--- src/rtl/div_unit_pkg.sv ---
// Shared processor definitions for the iterative divider: op encodings,
// FSM state encoding and the 32-bit boundary constants.
package div_unit_pkg;

    localparam int unsigned WORD_W = 32;

    // funct3[1:0] of the RV32M divide group
    typedef enum logic [1:0] {
        OP_DIV  = 2'b00,
        OP_DIVU = 2'b01,
        OP_REM  = 2'b10,
        OP_REMU = 2'b11
    } op_e;

    typedef enum logic [2:0] {
        ST_IDLE = 3'd0,
        ST_PREP = 3'd1,
        ST_ITER = 3'd2,
        ST_FIX  = 3'd3,
        ST_DONE = 3'd4
    } state_e;

    localparam logic [WORD_W-1:0] INT_MIN  = 32'h8000_0000;
    localparam logic [WORD_W-1:0] ALL_ONES = 32'hFFFF_FFFF;

endpackage

--- src/rtl/div_unit_sub.sv ---
// DSP-based 32-bit subtractor used for the restoring-division trial step.
// Ports:
//   a       minuend
//   b       subtrahend
//   diff_c  a - b (mod 2^W), combinational
module div_unit_sub #(
    parameter int unsigned W = 32
) (
    input  logic [W-1:0] a,
    input  logic [W-1:0] b,
    output logic [W-1:0] diff_c
);

    assign diff_c = a - b;

endmodule

--- src/rtl/div_unit.sv ---
// Iterative RV32M divider (DIV/DIVU/REM/REMU), restoring division with one
// quotient bit per cycle. Stalls the pipeline through busy.
// Ports:
//   clk, reset          clock, synchronous active-high reset
//   start               accept a new operation (ignored while busy)
//   op                  00 DIV, 01 DIVU, 10 REM, 11 REMU
//   dividend, divisor   rs1 / rs2, captured when start is accepted
//   busy                operation in flight (PREP, ITER, FIX)
//   done                one-cycle pulse when result is valid
//   result              quotient or remainder, held until next accepted start
module div_unit
    import div_unit_pkg::*;
#(
    parameter int unsigned XLEN = 32
) (
    input  logic            clk,
    input  logic            reset,
    input  logic            start,
    input  logic [1:0]      op,
    input  logic [XLEN-1:0] dividend,
    input  logic [XLEN-1:0] divisor,
    output logic            busy,
    output logic            done,
    output logic [XLEN-1:0] result
);

    localparam int unsigned CNT_W = $clog2(XLEN);

    state_e            state, state_next;
    op_e               op_q, op_next;
    logic [XLEN-1:0]   dvd_q, dvd_next;
    logic [XLEN-1:0]   dvs_q, dvs_next;
    logic [XLEN-1:0]   a_q, a_next;
    logic [XLEN-1:0]   b_q, b_next;
    logic [XLEN-1:0]   r_q, r_next;
    logic [XLEN-1:0]   q_q, q_next;
    logic [CNT_W-1:0]  cnt, cnt_next;
    logic              neg_q, neg_q_next;
    logic              neg_r, neg_r_next;
    logic [XLEN-1:0]   result_next;
    logic              busy_next, done_next;

    logic [XLEN-1:0]   t_c;
    logic [XLEN-1:0]   d_c;
    logic              borrow_c;
    logic              take_c;
    logic              is_signed_c;
    logic              is_rem_c;

    function automatic logic [XLEN-1:0] negate(input logic [XLEN-1:0] x);
        return ~x + XLEN'(1);
    endfunction

    function automatic logic [XLEN-1:0] abs_if(input logic en, input logic [XLEN-1:0] x);
        return (en && x[XLEN-1]) ? negate(x) : x;
    endfunction

    // Trial operand: remainder shifted left with the next dividend bit
    assign t_c = {r_q[XLEN-2:0], a_q[cnt]};

    div_unit_sub #(.W(XLEN)) u_sub (
        .a      (t_c),
        .b      (b_q),
        .diff_c (d_c)
    );

    // Unsigned borrow of T - B recovered from the sign bits and difference
    assign borrow_c = (~t_c[XLEN-1] & b_q[XLEN-1])
                    | (~(t_c[XLEN-1] ^ b_q[XLEN-1]) & d_c[XLEN-1]);
    // Shifted-out R[31] means the true 33-bit T exceeds any 32-bit B
    assign take_c      = r_q[XLEN-1] | ~borrow_c;
    assign is_signed_c = ~op_q[0];
    assign is_rem_c    = op_q[1];

    // Next-state and datapath
    always_comb begin
        state_next  = state;
        op_next     = op_q;
        dvd_next    = dvd_q;
        dvs_next    = dvs_q;
        a_next      = a_q;
        b_next      = b_q;
        r_next      = r_q;
        q_next      = q_q;
        cnt_next    = cnt;
        neg_q_next  = neg_q;
        neg_r_next  = neg_r;
        result_next = result;

        case (state)
            ST_IDLE, ST_DONE: begin
                if (start) begin
                    op_next    = op_e'(op);
                    dvd_next   = dividend;
                    dvs_next   = divisor;
                    state_next = ST_PREP;
                end else begin
                    state_next = ST_IDLE;
                end
            end

            ST_PREP: begin
                a_next     = abs_if(is_signed_c, dvd_q);
                b_next     = abs_if(is_signed_c, dvs_q);
                neg_q_next = is_signed_c & (dvd_q[XLEN-1] ^ dvs_q[XLEN-1]);
                neg_r_next = is_signed_c & dvd_q[XLEN-1];
                r_next     = '0;
                q_next     = '0;
                cnt_next   = CNT_W'(XLEN - 1);
                if (dvs_q == '0) begin
                    result_next = is_rem_c ? dvd_q : ALL_ONES;
                    state_next  = ST_DONE;
                end else if (is_signed_c && dvd_q == INT_MIN && dvs_q == ALL_ONES) begin
                    result_next = is_rem_c ? '0 : INT_MIN;
                    state_next  = ST_DONE;
                end else begin
                    state_next  = ST_ITER;
                end
            end

            ST_ITER: begin
                r_next      = take_c ? d_c : t_c;
                q_next[cnt] = take_c;
                cnt_next    = cnt - CNT_W'(1);
                if (cnt == '0) begin
                    state_next = ST_FIX;
                end
            end

            ST_FIX: begin
                if (is_rem_c) begin
                    result_next = neg_r ? negate(r_q) : r_q;
                end else begin
                    result_next = neg_q ? negate(q_q) : q_q;
                end
                state_next = ST_DONE;
            end

            default: state_next = ST_IDLE;
        endcase

        busy_next = (state_next == ST_PREP) || (state_next == ST_ITER) || (state_next == ST_FIX);
        done_next = (state_next == ST_DONE);
    end

    // State and datapath registers
    always_ff @(posedge clk) begin
        if (reset) begin
            state  <= ST_IDLE;
            op_q   <= OP_DIV;
            dvd_q  <= '0;
            dvs_q  <= '0;
            a_q    <= '0;
            b_q    <= '0;
            r_q    <= '0;
            q_q    <= '0;
            cnt    <= '0;
            neg_q  <= 1'b0;
            neg_r  <= 1'b0;
            result <= '0;
            busy   <= 1'b0;
            done   <= 1'b0;
        end else begin
            state  <= state_next;
            op_q   <= op_next;
            dvd_q  <= dvd_next;
            dvs_q  <= dvs_next;
            a_q    <= a_next;
            b_q    <= b_next;
            r_q    <= r_next;
            q_q    <= q_next;
            cnt    <= cnt_next;
            neg_q  <= neg_q_next;
            neg_r  <= neg_r_next;
            result <= result_next;
            busy   <= busy_next;
            done   <= done_next;
        end
    end

endmodule

--- config.mk ---
export PLATFORM = sky130hd
export DESIGN_NAME = div_unit
export DESIGN_NICKNAME = d
export VERILOG_FILES = /design/src/rtl/div_unit_pkg.sv /design/src/rtl/div_unit_sub.sv /design/src/rtl/div_unit.sv
export SDC_FILE = /design/constraint.sdc
export NUM_CORES = 1
export LEC_CHECK = 0
export CAP_MARGIN = 10
export CORE_ASPECT_RATIO = 1.2
export CORE_MARGIN = 2
export CORE_UTILIZATION = 45
export DETAILED_ROUTE_END_ITERATION = 12
export GPL_ROUTABILITY_DRIVEN = 0
export PLACE_DENSITY_LB_ADDON = 0.2
export SETUP_SLACK_MARGIN = 0.15
export SLEW_MARGIN = 10
export SYNTH_ARGS = -nofsm -noshare
export SYNTH_HDL_FRONTEND = slang
export SYNTH_SLANG_ARGS = --single-unit
--- constraint.sdc ---
create_clock -name clk -period 6.1 [get_ports clk]
set_input_delay 0.915 -clock clk [delete_from_list [all_inputs] [get_ports clk]]
set_output_delay 0.915 -clock clk [all_outputs]
set_load 0.02 [all_outputs]
==> impl_results.md <==
* Status: finished, final reports clean
* Post-synthesis sequential area ratio at 34.6%
* Post-Syn Area at 13,800 sq um
* Area grow syn2layout at 15.5%
* CTS tree: done
* Crit path max-delay cell type: dfxtp_2
* Avg Inst Size Synth at 7.76 sq um
* Clk slew on worst S/H paths at 0.06 ns
* Post-Route WL at 43,000 um
* Top_reg_cell synth: dfxtp_1
* Crit path largest cell delay at 0.56 ns
* Nets at 1,913
* Total negative slack at 0 ns
* # DRC at 0
* Crit path max fanout at 19
* Synth cell count leaders: nand2_1 (285), dfxtp_1 (238), a21oi_1 (191)
* Final non-filler cell total at 2,215
* Syn. warnings at 0
* Hold_ws at 0.435 ns
* Final hold violations at 0
* CP endpoint kind: flip-flop
* DR pass1 iterations at 6
* Die area at 32,000 sq um
* Met1 Use GR at 32.2%
* Multi-input gate area at 8350 sq um
* Fmax at 190 MHz
* Worst clock skew at 0.0181 ns
* Placed insts at 2,168
* Cell variety after synth at 68
* Starting Density at 45.5%
* Clock tree buffer depth at 3
* # fillers at 2,971
* Max cap viols at 0
* Final Setup Violations at 0
* Placement-stage cell area at 15,000 sq um
* Post-layout min period at 5.27 ns
* IO Count at 103
* Initial antenna violation count at 0
* DR vias at 13,225
* Layout cells sized above 1 at 5.28%
* Finished Cell Area at 15,900 sq um
* Port-buffer cells at 102
* Synth area leaders: dfxtp_1 (35%), nand2_1 (7.8%), a21oi_1 (6.9%)
* Peak supply drop at 0.214 mV
* Chip height at 196 um
* Die X at 164 um
* RSZ-0062 raised after global routing: no
* Post-synth EDFFs at 0
* Top-count cell post-synth: nand2_1
* Grt ovf at 0
* Min-Delay Path Class: reg2reg
* ANT nets after route at 0
* Most Crowded Layer GR: met2
* Worst-Margin Slew at 1.18 ns
* Antenna cells at 0
* Async SR Flop Fraction at 0%
* Total clock buffers created by CTS at 27
* Worst Path Arrival at 5.64 ns
* PD cells at 343 nW/um^2
* Critical Path RT at 6.47 ns
* CTS H-tree depth at 1
* DRT iter0 DRCs at 1,013
* Max transition margin at 21.3%
* GRT Util Overall at 26.4%
* Clk_lat worst skew at 0.55 ns
* Yosys top cell area share at 34.6%
* Largest net degree at the start of global routing at 109
* First-pass GRT wire length at 67,600 um
* GR Util met3 at 3.00%
* Via/cell ratio at 5.97
* Tcrit/Tclk final at 86.4%
* M2 GR Usage at 45.5%
* CP Cell Sequence: mux4_2 -> a22oi_1 -> and4_1 -> ha_1 -> nor2b_1 -> nor2_1 -> o221ai_1 -> a211oi_1 -> o21ai_1 -> buf_4 -> o31ai_1 -> o21ai_0 -> a31oi_1 -> fa_1 -> nor2b_1 -> buf_4 -> nor2_1 -> a221oi_1 -> a211oi_1
* Routed len/inst at 19.4 um
* DP Worst Slack at 0.595 ns
* Number of global-route vias before repair at 12,269
* Setup WS post-layout at 0.832 ns
* Root buffer cell: clkbuf_16
* Post-synthesis cell count at 1,776
* Area leader, netlist: dfxtp_1
* Flip-flop and latch count after synthesis at 238
* Critical path launch point type: flip-flop
* Post-CTS Repair Setup Buffers at 0
* Core area at 30,300 sq um
* Syn_nets at 1,888
* Fin. max-slew vios at 0
* Crit Path Class: reg2reg
* Rows at 70
* Clk sinks at 238
* P_leak at 0.00578 uW
* Register area at 4770 sq um
* HPWL Detailed at 31,300 um
==> final cells by class <==
type	count	area share, %
clock buffers	36	4.71
clock inverters	11	1.19
inverters	55	1.30
multi-input cells	1359	52.5
flip-flops and latches	238	29.9
well taps	396	3.11
repair buffers	120	7.27
==> sequential cells by signal, indices dropped and copies added, names as in the netlist, 2 cells and up <==
signal	cells
a_q	32
b_q	32
cnt	5
dvd_q	32
dvs_q	32
op_q	2
q_q	32
r_q	32
result	32
state	3
==> critical path, delay by kind of cell, from the launching register on <==
| family | cells | cell delay [ns] |
|---|---|---|
| buf+inv | 2 | 0.45 |
| mux | 1 | 0.56 |
| flops | 1 | 0.56 |
| compound gates | 9 | 2.16 |
| fa+ha+maj | 2 | 0.50 |
| simple gates | 5 | 0.85 |
==> cell usage in the layout, fill, tap and decap left out, types with 7 or more instances in the layout <==
| cell type | count |
|---|---|
| dfxtp_1 | 237 |
| or4_1 | 14 |
| clkbuf_16 | 27 |
| clkdlybuf4s50_1 | 101 |
| nor2_1 | 139 |
| o21ai_0 | 70 |
| a211oi_1 | 62 |
| nand4_1 | 15 |
| o22ai_1 | 7 |
| mux4_2 | 8 |
| a22oi_1 | 22 |
| or2_2 | 7 |
| o41ai_1 | 13 |
| o211ai_1 | 43 |
| nand3_1 | 44 |
| or3_1 | 18 |
| a32o_1 | 13 |
| a21o_1 | 19 |
| xnor2_1 | 61 |
| xor2_1 | 74 |
| nand2b_1 | 12 |
| inv_1 | 55 |
| nor3_1 | 24 |
| a21oi_1 | 190 |
| and3_1 | 7 |
| nor2b_1 | 8 |
| buf_4 | 18 |
| nor4_1 | 14 |
| and2_1 | 11 |
| ha_1 | 41 |
| a22o_1 | 11 |
| o31ai_1 | 27 |
| nand2_1 | 284 |
| a31oi_1 | 8 |
| a311oi_1 | 9 |
==> report_power, final <==
group          internal (uW)  total [uW]  switching [uW]
registers               1670        1860             184
logic                    723        1860            1140
clock network           1070        1730             666
==> repair_timing <==
action | in CTS | in global routing
endpoints found under the hold margin | 0 | 0
setup endpoints to repair | 0 | 19
hold buffers | 0 | 0
resized for setup | 0 | 1
==> stage by stage <==
stage               util, %  total power (uW)
floorplan                 -              3210
global placement       49.4              3690
detailed placement     49.4              3720
CTS                    52.5              5460
global route           52.5              5750
finish                 52.5              5460
==> cells by family after synthesis <==
kind of cell	count (synthesis)	share of synthesized area [%]
DFF	238	34.6
xor gates and xnor gates	135	8.58
buffers and inverters	179	5.00
AOI/OAI and AO/OA	543	25.7
and+or+nand+nor	628	20.7
adders and majority gates	43	4.01
muxes	10	1.45
==> worst paths after layout <==
check	startpoint	end	slack (ns)	cells after the start
max reg2reg	cnt[0]	r_q[12]	0.83	19
min reg2reg	result[31]	result[31]	0.44	2
max	cnt[0]	r_q[12]	0.83	19
min	result[31]	result[31]	0.44	2
==> per-layer routing <==
layer / part of all wire, % / up-vias
met5: 0 / -
met4: 5.7 / 0
met3: 5.7 / 123
met2: 48 / 461
met1: 40 / 6213
li1: - / 6428
Power figures use the tool's default switching activity.
